**config.mk**
```make
export PLATFORM = sky130hd
export DESIGN_NAME = div_unit_flat
export DESIGN_NICKNAME = d
export VERILOG_FILES = /design/src/rtl/div_unit_pkg.sv /design/src/rtl/div_unit_if.sv /design/src/rtl/div_unit.sv /design/src/flat_wrapper.sv
export SDC_FILE = /design/constraint.sdc
export NUM_CORES = 1
export LEC_CHECK = 0
export ABC_AREA = 1
export CORE_MARGIN = 3
export CORE_UTILIZATION = 30
export DETAILED_ROUTE_END_ITERATION = 10
export MAX_ROUTING_LAYER = met4
export REMOVE_ABC_BUFFERS = 1
export SLEW_MARGIN = 10
export SYNTH_ARGS = -nofsm -noshare
export SYNTH_HDL_FRONTEND = slang
export SYNTH_SLANG_ARGS = --single-unit
```
**constraint.sdc**
```tcl
create_clock -name clk -period 4.5 [get_ports clk]
set_clock_uncertainty 0.15 [all_clocks]
set_input_delay 0.9 -clock clk [delete_from_list [all_inputs] [get_ports clk]]
set_output_delay 0.9 -clock clk [all_outputs]
set_load 0.02 [all_outputs]
```
**src/rtl/div_unit_pkg.sv**
```systemverilog
// Shared types and helpers for the iterative divider.
//   div_state_t : divider control states
//   DIV_WIDTH   : operand width (32)
//   DIV_STEPS   : restoring steps per division (one per clock)
//   neg32/abs32 : two's-complement helpers used for signed prep and sign fix
package div_unit_pkg;

  localparam int DIV_WIDTH = 32;
  localparam int DIV_STEPS = 32;

  typedef enum logic [1:0] {
    DIV_FREE    = 2'b00,
    DIV_BY_ZERO = 2'b01,
    DIV_ON      = 2'b10,
    DIV_END     = 2'b11
  } div_state_t;

  function automatic logic [31:0] neg32(input logic [31:0] x);
    return (~x) + 32'd1;
  endfunction

  // 0x80000000 maps to itself, which as an unsigned magnitude is exactly 2^31.
  function automatic logic [31:0] abs32(input logic [31:0] x);
    return x[31] ? neg32(x) : x;
  endfunction

endpackage

```
**src/rtl/div_unit_if.sv**
```systemverilog
// Request/response bundle between the EX stage and the divider.
//   signed_div, opdata1, opdata2, start, annul : EX -> divider
//   result {rem, quo}, ready                   : divider -> EX
// master = EX stage side, slave = divider side.
interface div_if;
  logic        signed_div;
  logic [31:0] opdata1;
  logic [31:0] opdata2;
  logic        start;
  logic        annul;
  logic [63:0] result;
  logic        ready;

  modport master (
    output signed_div, opdata1, opdata2, start, annul,
    input  result, ready
  );

  modport slave (
    input  signed_div, opdata1, opdata2, start, annul,
    output result, ready
  );
endinterface

```
**src/rtl/div_unit.sv**
```systemverilog
// Iterative 32-bit MIPS divider for DIV/DIVU, one restoring step per clock.
// Produces {remainder, quotient} for the HI/LO write.
// Ports:
//   clk  : system clock, rising edge
//   rst  : synchronous reset, active-high, overrides everything
//   bus  : div_if.slave (operands, start/annul in; result/ready out)
//
// state       | meaning
// ------------+--------------------------------------------------------
// DIV_FREE    | idle, waiting for start with annul low
// DIV_BY_ZERO | divisor was zero, report result 0 on the next edge
// DIV_ON      | 32 restoring steps in progress
// DIV_END     | result valid, held until EX drops start
module div_unit
  import div_unit_pkg::*;
(
  input  logic clk,
  input  logic rst,
  div_if.slave bus
);

  div_state_t  state;
  logic [4:0]  cnt;
  logic        neg_q;
  logic        neg_r;
  logic [31:0] dvd;
  logic [31:0] dvsr;
  logic [31:0] rem;
  logic [63:0] result_q;
  logic        ready_q;

  logic [32:0] shifted;
  logic [32:0] diff;
  logic        ge;
  logic [31:0] rem_nxt;
  logic [31:0] quo_nxt;

  // The dividend register doubles as the quotient: its top bit feeds the
  // partial remainder while the new quotient bit enters at the bottom.
  always_comb begin
    shifted = {rem, dvd[31]};
    diff    = shifted - {1'b0, dvsr};
    ge      = (shifted >= {1'b0, dvsr});
    rem_nxt = ge ? diff[31:0] : shifted[31:0];
    quo_nxt = {dvd[30:0], ge};
  end

  always_ff @(posedge clk) begin
    if (rst) begin
      state    <= DIV_FREE;
      cnt      <= 5'd0;
      neg_q    <= 1'b0;
      neg_r    <= 1'b0;
      dvd      <= 32'd0;
      dvsr     <= 32'd0;
      rem      <= 32'd0;
      result_q <= 64'd0;
      ready_q  <= 1'b0;
    end else begin
      case (state)
        DIV_FREE: begin
          ready_q  <= 1'b0;
          result_q <= 64'd0;
          if (bus.start && !bus.annul) begin
            neg_q <= bus.signed_div & (bus.opdata1[31] ^ bus.opdata2[31]);
            neg_r <= bus.signed_div & bus.opdata1[31];
            dvd   <= bus.signed_div ? abs32(bus.opdata1) : bus.opdata1;
            dvsr  <= bus.signed_div ? abs32(bus.opdata2) : bus.opdata2;
            rem   <= 32'd0;
            cnt   <= 5'd0;
            state <= (bus.opdata2 == 32'd0) ? DIV_BY_ZERO : DIV_ON;
          end
        end

        DIV_BY_ZERO: begin
          result_q <= 64'd0;
          if (bus.annul) begin
            ready_q <= 1'b0;
            state   <= DIV_FREE;
          end else begin
            ready_q <= 1'b1;
            state   <= DIV_END;
          end
        end

        DIV_ON: begin
          if (bus.annul) begin
            ready_q  <= 1'b0;
            result_q <= 64'd0;
            state    <= DIV_FREE;
          end else begin
            rem <= rem_nxt;
            dvd <= quo_nxt;
            cnt <= cnt + 5'd1;
            if (cnt == 5'(DIV_STEPS - 1)) begin
              result_q <= {neg_r ? neg32(rem_nxt) : rem_nxt,
                           neg_q ? neg32(quo_nxt) : quo_nxt};
              ready_q  <= 1'b1;
              state    <= DIV_END;
            end
          end
        end

        DIV_END: begin
          if (!bus.start) begin
            ready_q  <= 1'b0;
            result_q <= 64'd0;
            state    <= DIV_FREE;
          end
        end

        default: begin
          ready_q  <= 1'b0;
          result_q <= 64'd0;
          state    <= DIV_FREE;
        end
      endcase
    end
  end

  assign bus.result = result_q;
  assign bus.ready  = ready_q;

endmodule
```
**src/flat_wrapper.sv**
```systemverilog
// flat-port wrapper written by rule: the top's interface ports become plain ports
module div_unit_flat import div_unit_pkg::*;
  (clk, rst, bus_signed_div, bus_opdata1, bus_opdata2, bus_start, bus_annul, bus_result, bus_ready);
  div_if bus_i ();
  input  logic clk;
  input  logic rst;
  input wire logic [$bits(bus_i.signed_div)-1:0] bus_signed_div;
  input wire logic [$bits(bus_i.opdata1)-1:0] bus_opdata1;
  input wire logic [$bits(bus_i.opdata2)-1:0] bus_opdata2;
  input wire logic [$bits(bus_i.start)-1:0] bus_start;
  input wire logic [$bits(bus_i.annul)-1:0] bus_annul;
  output wire logic [$bits(bus_i.result)-1:0] bus_result;
  output wire logic [$bits(bus_i.ready)-1:0] bus_ready;
  assign bus_i.signed_div = bus_signed_div;
  assign bus_i.opdata1 = bus_opdata1;
  assign bus_i.opdata2 = bus_opdata2;
  assign bus_i.start = bus_start;
  assign bus_i.annul = bus_annul;
  assign bus_result = bus_i.result;
  assign bus_ready = bus_i.ready;
  div_unit u_core (.clk(clk), .rst(rst), .bus(bus_i));
endmodule
```
# ---- Word level (Yosys, flattened, before mapping)
# Index checks and enable logic that the tools add are counted.
dict set report word_totals {
  reg_bits 170
  ramBits 0
  latchBits 0
  out_inout_bits 65
  rom_bits 0
  n_memories 0
  word_cells 73
}
dict set report classes {
  addsub 6
  eq_ne 8
  bitwise_logic 7
  div_mod_pow 0
  shift 0
  reduce_logical 10
  muxes 32
  n_mul 0
  n_lt_le_gt_ge 1
}
# cell n
set op_table {}
lappend op_table {{2-to-1 mux 32 bit} 11}
lappend op_table {{2-to-1 mux 64 bit} 3}
lappend op_table {{one-hot mux 64 bit (3 select lines)} 1}
lappend op_table {{adder 32 x 1 -> 32 bit (second input constant)} 4}
lappend op_table {{NOT 32 bit} 4}
lappend op_table {{one-hot mux 32 bit (2 select lines)} 2}
lappend op_table {{>= comparator 33 x 32 -> 1 bit} 1}
lappend op_table {{zero test 32 bit} 1}
lappend op_table {{subtractor 32 bit} 1}
lappend op_table {{2-to-1 mux 2 bit} 6}
lappend op_table {{2-to-1 mux 5 bit} 2}
lappend op_table {{one-hot mux 5 bit (2 select lines)} 1}
lappend op_table {{one-hot mux 2 bit (4 select lines)} 1}
lappend op_table {{AND reduction 3 bit} 2}
lappend op_table {{adder 5 x 1 -> 5 bit (second input constant)} 1}
lappend op_table {{== test 5 bit (second input constant)} 1}
lappend op_table {{== test 2 bit (second input constant)} 2}
lappend op_table {{2-to-1 mux 1 bit} 4}
lappend op_table {{!= test 2 bit (second input constant)} 2}
lappend op_table {{one-hot mux 1 bit (4 select lines)} 1}
lappend op_table {{AND reduction 2 bit} 2}
lappend op_table {{!= test 3 x 2 -> 1 bit (second input constant)} 1}
lappend op_table {{AND 1 bit} 2}
lappend op_table {{== test 2 x 1 -> 1 bit (second input constant)} 1}
lappend op_table {{7 further kinds} 7}

# ---- Depth between registers and ports, before layout
# Gate-level depths: netlist of run 1.
dict set report depth {
  ltp_word 8
  mapped_depth 26
  mapped_depth_nobuf 26
}

# ---- Worst setup path after synthesis of run 1
# Ideal clock, no wire load.
dict set report synth_path {
  path_kind {reg-to-reg}
  start {register u_core.dvsr[8]}
  end {register u_core.result_q[30], in the netlist u_core.bus.result[30]}
  stages_incl_launch_ff 27
  path_buffers 1
  t_arrival_ps 3372
  period_less_slack_ps 3654
  required_ps 4218
  setup_time_ps 132
  slack_ps 846
  cell_sequence {dfxtp_1 inv_1 ha_1 nand2_2 inv_2 nand2_1 nand2_1 inv_2 nand3_2 nand2_2 nand2_4 nand2_8 nand2_8 inv_1 buf_2 ha_1 nand3_1 nor3_2 nand4_1 nor3_1 nand3_1 nor3_1 nand3_1 o21ai_1 a21oi_1 o21ai_0 a21oi_1}
}
dict set report synth_via {
  elab_chain_cells 7
}
# element line_no
set synth_rtl {}
lappend synth_rtl {{from (decl)} div_unit.sv:27} ;# logic [31:0] dvsr;
lappend synth_rtl {{from (signal assigned)} div_unit.sv:68} ;# dvsr <= bus.signed_div ? abs32(bus.opdata2) : bus.opdata2;
lappend synth_rtl {{>= comparator 33 x 32 -> 1 bit} div_unit.sv:43} ;# ge = (shifted >= {1'b0, dvsr});
lappend synth_rtl {{NOT 32 bit} div_unit_pkg.sv:19} ;# return (~x) + 32'd1;
lappend synth_rtl {{adder 32 x 1 -> 32 bit} div_unit_pkg.sv:19}
lappend synth_rtl {{2-to-1 mux 32 bit} div_unit.sv:97} ;# neg_q ? neg32(quo_nxt) : quo_nxt};
lappend synth_rtl {{2-to-1 mux 64 bit} div_unit.sv:95} ;# if (cnt == 5'(DIV_STEPS - 1)) begin
lappend synth_rtl {{2-to-1 mux 64 bit} div_unit.sv:87} ;# if (bus.annul) begin
lappend synth_rtl {{one-hot mux 64 bit (3 select lines)} div_unit.sv:60} ;# case (state)
lappend synth_rtl {{to (signal assigned)} div_unit.sv:96} ;# result_q <= {neg_r ? neg32(rem_nxt) : rem_nxt,
lappend synth_rtl {{to (decl)} div_unit.sv:29} ;# logic [63:0] result_q;
# No other way between the ends. The select of a mux whose other input is x is not followed.
# A chain may end at the register's enable or synchronous reset.

# ---- Worst setup path in the final report of run 1
dict set report layout_path {
  start {register u_core.dvsr[31]}
  end {register u_core.result_q[62], in the netlist u_core.bus.result[62]}
}
dict set report layout_via {
  elab_chain_cells 8
}
# element line_no
set layout_rtl {}
lappend layout_rtl {{>= comparator 33 x 32 -> 1 bit (*)} div_unit.sv:43}
lappend layout_rtl {{2-to-1 mux 32 bit (*)} div_unit.sv:44} ;# rem_nxt = ge ? diff[31:0] : shifted[31:0];
lappend layout_rtl {{NOT 32 bit} div_unit_pkg.sv:19}
lappend layout_rtl {{adder 32 x 1 -> 32 bit} div_unit_pkg.sv:19}
lappend layout_rtl {{2-to-1 mux 32 bit (*)} div_unit.sv:96}
lappend layout_rtl {{2-to-1 mux 64 bit (*)} div_unit.sv:95}
lappend layout_rtl {{2-to-1 mux 64 bit (*)} div_unit.sv:87}
lappend layout_rtl {{one-hot mux 64 bit (3 select lines) (*)} div_unit.sv:60}
# Mark *: on every way between the ends. The rest lies on a longest branch, timed or not. The select of a mux whose other input is x is not followed.

==> impl_metrics.yaml, run 1 <==
sta:
  post-route-period-util_pct: 94.3
  timing.hold.ws_ns: 0.318
  max_freq_mhz: 236
  worst_slack_ns: 0.255
  period_minus_slack_ns: 4.24
  finalMaxSlewViolations: 0
  setup_viol_count_final: 0
  finalHoldViolCount: 0
  worstMarginPinSlew_ns: 1.01
  rsz0062_at_grt: "false"
  max_slew_margin_pct: 32.3
outcome:
  outcome: "complete, no violations"
placed_design:
  gp_routability_congestion: 0.956
  place_hpwl_um: 35900
  dpl_cell_area_um2: 14600
  io_buffer_count: 133
  post-place-ws_ns: 0.204
synthesis:
  post-synth-top-count-cell: "nand2_1"
  post_synth.cell_area_avg_um2: 6.01
  ys.warnings.count: 0
  synth_top_area_cell: "dfxtp_1"
  synth-edff-count: 0
  postSynth.asyncResetShare_pct: 0
  synth.top_cell.area_share_pct: 26.8
  synth.cells.most_frequent: "650 x nand2_1, 291 x inv_1, 188 x a21oi_1"
  synthFlopType: "dfxtp_1"
  synth_area_leaders: "dfxtp_1 27%, nand2_1 19%, inv_1 8.6%"
  number_of_flip_flops_and_latches_in_the_synthesized_netlist: 170
  ys_types: 54
  post_synth_instance_area_um2: 12700
  seq_area_frac_synth_pct: 26.8
  syn-instance-count: 2115
cts:
  cts.path.max_buffers: 2
  cts.hold.buffers_added: 0
  tritoncts: "yes"
  root_buffer: "clkbuf_16"
  cts_htree_levels: 4
  numClockSinks: 170
  clock_buffer_count_from_cts: 17
  worst_skew_pair.late_latency_ns: 0.45
  clkSlewWorstSetupHoldPaths_ns: 0.09
  cts-resized-gates: 0
  cts_post_setup_buffers_inserted: 0
setup_path:
  worst-endpoint-required_ns: 4.65
  worstSetupStartpointType: "register"
  timing.critical_path.to_type: "register"
  worstPathMaxFanout: 44
  critPathArrivalTime_ns: 4.39
  setup.worst_path.class: "register to register"
finish:
  drive_gt1_share_pct: 6.73
  insertedDiodeCount: 0
  area_growth_syn_to_layout_pct: 19.9
  postLayoutCellArea_um2: 15200
  final_net_count: 2329
  num-fill-cells: 4539
floorplan:
  io_pins: 134
  placeableCoreArea_um2: 41300
  floorplan.rows: 74
  floorplan.die_area_um2: 44900
  initial_utilization_pct: 30.8
  chipHeight_um: 212
  die_w_um: 212
route:
  post_drt_via_cell_ratio: 4.97
  first_iter_violations: 968
  drt_wl_total_um: 47000
  drtAntennaViolNets: 0
  detailroute.via_count: 13700
  avgRoutedWirePerCell_um: 17.0
  drt_first_pass_iters: 7
  route.detailed.drc: 0
pwr:
  total_power_mw: 7.03
  pwr-share-clk_pct: 23.0
  power.sequential.fraction_pct: 25.3
  p_sw_share_pct: 49.2
  pwr_density_cell_nw_per_um2: 462
  p_switching_mw: 3.46
  peakVddDrop_uv: 295
  p_leak_nw: 6.83
  cell_internal_pwr_mw: 3.58
  power.combinational.fraction_pct: 51.7
global_route:
  wire_length_of_the_first_global_routing_pass_um: 73400
  antenna_found_initial: 0
  grt_max_degree: 136
  grt_overflow: 0
  overall_fraction_of_global_route_tracks_in_use_pct: 21.4
  vias_in_the_first_global_route: 13000
run:
  max_cap_violations: 0
worst_hold_path:
  timing.hold.worst.class: "register to register"
-- critical path, stage by stage, from the launching register on --
cell and delay, ns:
dfxtp_1 0.35, inv_1 0.08, ha_1 0.33, inv_1 0.07, nor2_1 0.29, nand4_1 0.26, nor2_1 0.14, nand2_1 0.10
nand2_2 0.14, nor2_8 0.05, nand2_8 0.06, buf_4 0.52, nand2_2 0.14, o21ai_4 0.17, ha_1 0.28, nand3_2 0.14
nor2_4 0.21, nand2_2 0.10, nand2_4 0.13, nand2_1 0.07, nand2_1 0.05, nand2_1 0.09, nand2_1 0.09, a21oi_1 0.06
-- registers in the layout (all words and copies together) (netlist names) --
signal and count:
u_core.bus.result 64, u_core.dvd 32, u_core.dvsr 32, u_core.rem 32, u_core.cnt 5, u_core.state 2
u_core.bus.ready 1, u_core.neg_q 1, u_core.neg_r 1
-- worst paths after layout --
path,start,end,slack [ns],cells past startpoint
worst max-delay path,u_core.dvsr[31],u_core.bus.result[62],0.26,23
worst min-delay path,u_core.bus.result[8],u_core.bus.result[8],0.32,2
worst max register to register,u_core.dvsr[31],u_core.bus.result[62],0.26,23
worst min register to register,u_core.bus.result[8],u_core.bus.result[8],0.32,2
-- routing by layer --
layer  vias to the layer above  global-route usage, %  share of wire [%]
met1                      6272                   28.1                 47
li1                       6982                      -                  -
met2                       394                   35.2                 47
met4                         0                   5.45                2.0
met5                         -                      -                  0
met3                        73                   2.50                4.6
-- placed cells by master (no fill, tap or decap), types with 14 or more instances in the layout --
cell type,instances
a21oi_1,188
a31oi_1,23
buf_4,24
clkbuf_16,17
clkdlybuf4s50_1,132
dfxtp_1,170
ha_1,42
inv_1,291
nand2_1,649
nand2_2,25
nand3_1,145
nand4_1,21
nor2_1,179
nor2_2,15
nor3_1,22
o21ai_0,81
o22ai_1,14
xnor2_1,15
xor2_1,35
-- through the flow --
step	util (%)	std cells	TNS, ns
2_1_floorplan	-	2041	-52.51
3_3_place_gp	35.3	2730	0
3_5_place_dp	35.3	2730	0
4_1_cts	36.9	2762	0
5_1_grt	36.9	2762	0
6_report	36.9	2762	0
-- cell type report --
class                      instances  area (um^2)  share of cell area [%]
tap                              532          666                    4.37
inverter                         304         1140                    7.49
multi-input combinational       1567         7860                    51.6
timing repair buffer             157         1520                    9.99
sequential                       170         3400                    22.3
clock buffer                      17          425                    2.79
clock inverter                    15          215                    1.41
-- power by group through the flow --
stage | clock, mW | combinational (mW) | sequential, mW
2_1_floorplan | 0 | 2.40 | 1.83
3_3_place_gp | 0 | 3.58 | 1.81
3_5_place_dp | 0 | 3.59 | 1.81
4_1_cts | 1.65 | 3.60 | 1.78
5_1_grt | 1.70 | 4.04 | 1.80
6_report | 1.62 | 3.63 | 1.78
-- logic make-up (layout without fill, tap and decap cells) --
| kind of cell | count (synthesis) | after routing | synth area share, % |
|---|---|---|---|
| and+or+nand+nor | 1115 | 1115 | 38.2 |
| buffers and inverters | 378 | 493 | 11.6 |
| AOI/OAI and AO/OA | 359 | 359 | 15.7 |
| DFF | 170 | 170 | 26.8 |
| xor gates and xnor gates | 50 | 50 | 3.45 |
| adders and majority gates | 43 | 43 | 4.29 |
No activity file was read; power rests on OpenSTA's default activity.
==> run 2, diff against run 1 <==
==> constraint.sdc (replaced) <==
create_clock -name clk -period 3.7 [get_ports clk]
set_clock_uncertainty 0.15 [all_clocks]
set_input_delay 0.74 -clock clk [delete_from_list [all_inputs] [get_ports clk]]
set_output_delay 0.74 -clock clk [all_outputs]
set_load 0.02 [all_outputs]
==> impl_metrics.yaml, run 2 (synthesis gave the netlist of run 1 again) <==
outcome:
  outcome: "complete, no violations"
run:
  max_cap_violations: 0
cts:
  numClockSinks: 170
  tritoncts: "yes"
  root_buffer: "clkbuf_16"
  clkSlewWorstSetupHoldPaths_ns: 0.08
  cts_htree_levels: 4
  cts.path.max_buffers: 2
  worst_skew_pair.late_latency_ns: 0.46
  clock_buffer_count_from_cts: 17
route:
  drt_wl_total_um: 48300
  first_iter_violations: 922
  post_drt_via_cell_ratio: 4.96
  drt_first_pass_iters: 5
  detailroute.via_count: 14500
  avgRoutedWirePerCell_um: 16.6
  drtAntennaViolNets: 0
  route.detailed.drc: 0
placed_design:
  gp_routability_congestion: 0.966
  dpl_cell_area_um2: 15700
  io_buffer_count: 133
  post-place-ws_ns: -0.140
  placed_cells: 2881
  place_hpwl_um: 37200
sta:
  rsz0062_at_grt: "true"
  period_minus_slack_ns: 3.55
  finalMaxSlewViolations: 0
  max_freq_mhz: 282
  finalHoldViolCount: 0
  worst_slack_ns: 0.153
  post-route-period-util_pct: 95.9
  max_slew_margin_pct: 39.8
  setup_viol_count_final: 0
  worstMarginPinSlew_ns: 0.904
setup_path:
  timing.critical_path.to_type: "register"
  worst_path_max_delay_cell: "dfxtp_1"
  critPathArrivalTime_ns: 3.72
  crit_path_frequent_cell: "nand2_2"
  worstSetupStartpointType: "register"
  setup.worst_path.class: "register to register"
  path_cells: "inv_2 > ha_4 > nand2_1 > nand2_2 > nand2_2 > nand2_2 > a21oi_2 > nand2_2 > nor2_8 > nand2_8 > inv_6 > ha_4 > nand3_4 > nor3_4 > nand4_1 > nor3_2 > nand3_2 > nor3_4 > nand3_2 > o21ai_2 > a21oi_1 > o21ai_1 > a21oi_1"
  worstPathMaxFanout: 4
  worst-endpoint-required_ns: 3.87
  crit_path_max_incr_delay_ns: 0.31
global_route:
  grt_max_degree: 80
  wire_length_of_the_first_global_routing_pass_um: 73700
  antenna_found_initial: 0
  vias_in_the_first_global_route: 13400
  grt_overflow: 0
  overall_fraction_of_global_route_tracks_in_use_pct: 21.6
worst_hold_path:
  timing.hold.worst.class: "register to register"
finish:
  final_net_count: 2484
  largest_register_ff_count: 64
  area_growth_syn_to_layout_pct: 33.4
  postLayoutCellArea_um2: 17000
  layout.cells.most_common_list: "623 x nand2_1, 280 x inv_1, 185 x a21oi_1"
  finalCoreUtilization_pct: 41.0
  insertedDiodeCount: 0
  drive_gt1_share_pct: 17.6
  instances_no_fill: 2916
  layout.cells.most_common: "nand2_1"
floorplan:
  die_w_um: 212
  placeableCoreArea_um2: 41300
  io_pins: 134
  floorplan.rows: 74
  floorplan.die_area_um2: 44900
  chipHeight_um: 212
  initial_utilization_pct: 30.8
pwr:
  pwr_density_cell_nw_per_um2: 541
  peakVddDrop_uv: 405
  p_leak_nw: 7.63
[run 2: cell types whose count changed in the layout (fill, tap and decap cells not counted), sizes merged]
| cell | previous run | this run |
|---|---|---|
| buf | 25 | 180 |
| bufinv | 1 | 0 |
| clkbuf | 17 | 19 |
| clkinv | 9 | 7 |
| clkinvlp | 0 | 2 |
| inv | 309 | 307 |
[run 2: worst max-delay path, delay by kind of cell (launching register included)]
family          cells  cell delay, ns
compound gates      5            0.57
buf+inv             2            0.17
fa+ha+maj           2            0.36
simple gates       14            1.82
flops               1            0.31
[run 2: metal layers]
metal	global-route usage (%)	vias up	part of all wire (%)
met5	-	-	0
met4	4.16	0	1.4
met3	2.64	42	4.7
met2	36.8	375	48
met1	27.8	6746	45
li1	-	7291	-
[run 2: layout make-up]
type                    count  area (um^2)
flip-flops and latches    170         3440
repair buffers            312         2730
multi-input cells        1567         8420
clock buffers              19          443
inverters                 304         1150
fillers                  4379        24300
well taps                 532          666
clock inverters            12          110
[run 2: final timing paths]
| path | startpoint | endpoint | slack (ns) | depth (start not counted) |
|---|---|---|---|---|
| hold reg to reg | u_core.bus.result[47] | u_core.bus.result[47] | 0.31 | 2 |
| setup / recovery | u_core.dvsr[26] | u_core.bus.result[30] | 0.15 | 23 |
| setup reg to reg | u_core.dvsr[26] | u_core.bus.result[30] | 0.15 | 23 |
| hold / removal | u_core.bus.result[47] | u_core.bus.result[47] | 0.31 | 2 |
[run 2: power breakdown]
part,switching (mW),internal [mW]
combinational,3.29,1.90
sequential,0.159,2.02
clock,0.902,0.898
[run 2: what timing repair did]
action	in CTS	in global routing
buffers inserted	0	4
pin swaps	0	19
setup endpoints to repair	6	28
hold buffers	0	0
hold endpoints to repair	0	0
gates resized for setup	2	137
[run 2: per-stage QoR]
step	hold slack, ns	power (mW)	TNS (ns)
after detailed placement	0.306	7.02	-0.712
after floorplan	0.285	5.14	-115.70
after CTS	0.316	8.84	0
after global routing	0.336	9.80	-0.279
final	0.315	9.17	0
after global placement	0.303	7.00	-0.531
==> run 3, diff against run 2 <==
--- a/config.mk
+++ b/config.mk
@@ -10,7 +10,7 @@
 export CORE_UTILIZATION = 30
 export DETAILED_ROUTE_END_ITERATION = 10
 export MAX_ROUTING_LAYER = met4
-export REMOVE_ABC_BUFFERS = 1
+export SKIP_LAST_GASP = 1
 export SLEW_MARGIN = 10
 export SYNTH_ARGS = -nofsm -noshare
 export SYNTH_HDL_FRONTEND = slang
==> impl_metrics.yaml, run 3 (synthesis gave the netlist of run 1 again) <==
route:
  first_iter_violations: 1071
  detailroute.via_count: 14400
  drt_wl_total_um: 47500
  drt_first_pass_iters: 6
  post_drt_via_cell_ratio: 4.96
  route.detailed.drc: 0
  drtAntennaViolNets: 0
  avgRoutedWirePerCell_um: 16.4
setup_path:
  ff2ff_setup_slack_ns: 0.09
  timing.critical_path.to_type: "register"
  crit_path_max_incr_delay_ns: 0.36
  worst-endpoint-required_ns: 3.87
  worst_path_max_delay_cell: "dfxtp_2"
  cp_num_buf_inv: 3
  path_cells: "inv_2 > ha_4 > buf_4 > nand2_4 > nor2_4 > nand3_1 > nor2_1 > nand2_1 > nand2_2 > nor2_8 > nand2_8 > inv_6 > ha_4 > nand3_4 > nor3_4 > nand4_1 > nor3_2 > nand3_2 > nor3_4 > nand3_2 > o21ai_2 > a21oi_2 > o21ai_1 > a21oi_1"
  worstSetupStartpointType: "register"
  cpLargestDelayFamily: "simple AND/OR/NAND/NOR gates"
  setup.worst_path.class: "register to register"
  critPathArrivalTime_ns: 3.77
  worstPathMaxFanout: 4
finish:
  drive_gt1_share_pct: 15.4
  largest_register_ff_count: 64
  layout.cells.most_common: "nand2_1"
  insertedDiodeCount: 0
  layout.cells.most_common_list: "628 x nand2_1, 283 x inv_1, 184 x a21oi_1"
  instances_no_fill: 2897
  final_net_count: 2464
  area_growth_syn_to_layout_pct: 31.4
  postLayoutCellArea_um2: 16700
  num-fill-cells: 4400
  finalCoreUtilization_pct: 40.4
placed_design:
  dpl_cell_area_um2: 15600
  io_buffer_count: 133
  gp_routability_congestion: 0.955
  placed_cells: 2860
  post-place-ws_ns: -0.133
  place_hpwl_um: 37100
global_route:
  wire_length_of_the_first_global_routing_pass_um: 73200
  grt_max_degree: 72
  vias_in_the_first_global_route: 13700
  grt_overflow: 0
  antenna_found_initial: 0
  overall_fraction_of_global_route_tracks_in_use_pct: 21.3
pwr:
  total_power_mw: 8.97
  p_leak_nw: 7.50
  peakVddDrop_uv: 289
  pwr_density_cell_nw_per_um2: 537
sta:
  period_minus_slack_ns: 3.61
  max_slew_margin_pct: 36.3
  rsz0062_at_grt: "true"
  worstMarginPinSlew_ns: 0.954
  setup-tns-final_ns: 0
  setup_viol_count_final: 0
  finalMaxSlewViolations: 0
  max_freq_mhz: 277
  worst_slack_ns: 0.0940
  finalHoldViolCount: 0
  post-route-period-util_pct: 97.5
  timing.hold.ws_ns: 0.316
outcome:
  outcome: "complete, no violations"
cts:
  clkSlewWorstSetupHoldPaths_ns: 0.07
  clock_buffer_count_from_cts: 17
  tritoncts: "yes"
  root_buffer: "clkbuf_16"
  cts_htree_levels: 4
  cts.path.max_buffers: 2
  numClockSinks: 170
  worst_skew_pair.late_latency_ns: 0.45
worst_hold_path:
  timing.hold.worst.class: "register to register"
floorplan:
  placeableCoreArea_um2: 41300
  initial_utilization_pct: 30.8
  io_pins: 134
  chipHeight_um: 212
  floorplan.die_area_um2: 44900
  die_w_um: 212
  floorplan.rows: 74
synthesis:
  synth.net_count: 2227
run:
  max_cap_violations: 0
[run 3: where the power goes]
group	internal, mW	switching [mW]
sequential	2.02	0.190
clock	0.951	0.867
combinational	1.80	3.14
total	4.77	4.20
[run 3: repair_timing]
action                                  CTS  global route
pin swaps                                 0            22
hold buffers                              0             0
buffers inserted                          0             6
hold endpoints to repair                  0             0
endpoints found under the setup margin   12            28
gates resized for setup                   3            96
[run 3: path summary, 6_finish.rpt]
kind | from | end | cells after the start
worst max register to register | u_core.dvsr[4] | u_core.bus.result[30] | 24
worst min register to register | u_core.bus.result[50] | u_core.bus.result[50] | 2
worst max-delay path | u_core.dvsr[4] | u_core.bus.result[30] | 24
worst min-delay path | u_core.bus.result[50] | u_core.bus.result[50] | 2
[run 3: tightest hold or removal path, cell delays in order (launching register included)]
cell and delay (ns):
dfxtp_1 0.31, nand2_1 0.06, a21oi_1 0.05
[run 3: layer usage]
layer	wire length (um)	vias up	global-route usage (%)
li1	-	7247	-
met1	21300	6599	27.0
met2	21900	437	34.1
met3	2410	93	2.82
met4	1870	0	9.05
met5	0	-	-
[run 3: area by class of cell]
| cell class | count | area [um^2] | area share, % |
|---|---|---|---|
| Clock buffer | 20 | 437 | 2.62 |
| Clock inverter | 12 | 133 | 0.794 |
| Inverter | 304 | 1150 | 6.87 |
| Multi-Input combinational cell | 1567 | 8340 | 49.9 |
| Sequential cell | 170 | 3420 | 20.5 |
| Tap cell | 532 | 666 | 3.99 |
| Timing Repair Buffer | 292 | 2550 | 15.3 |
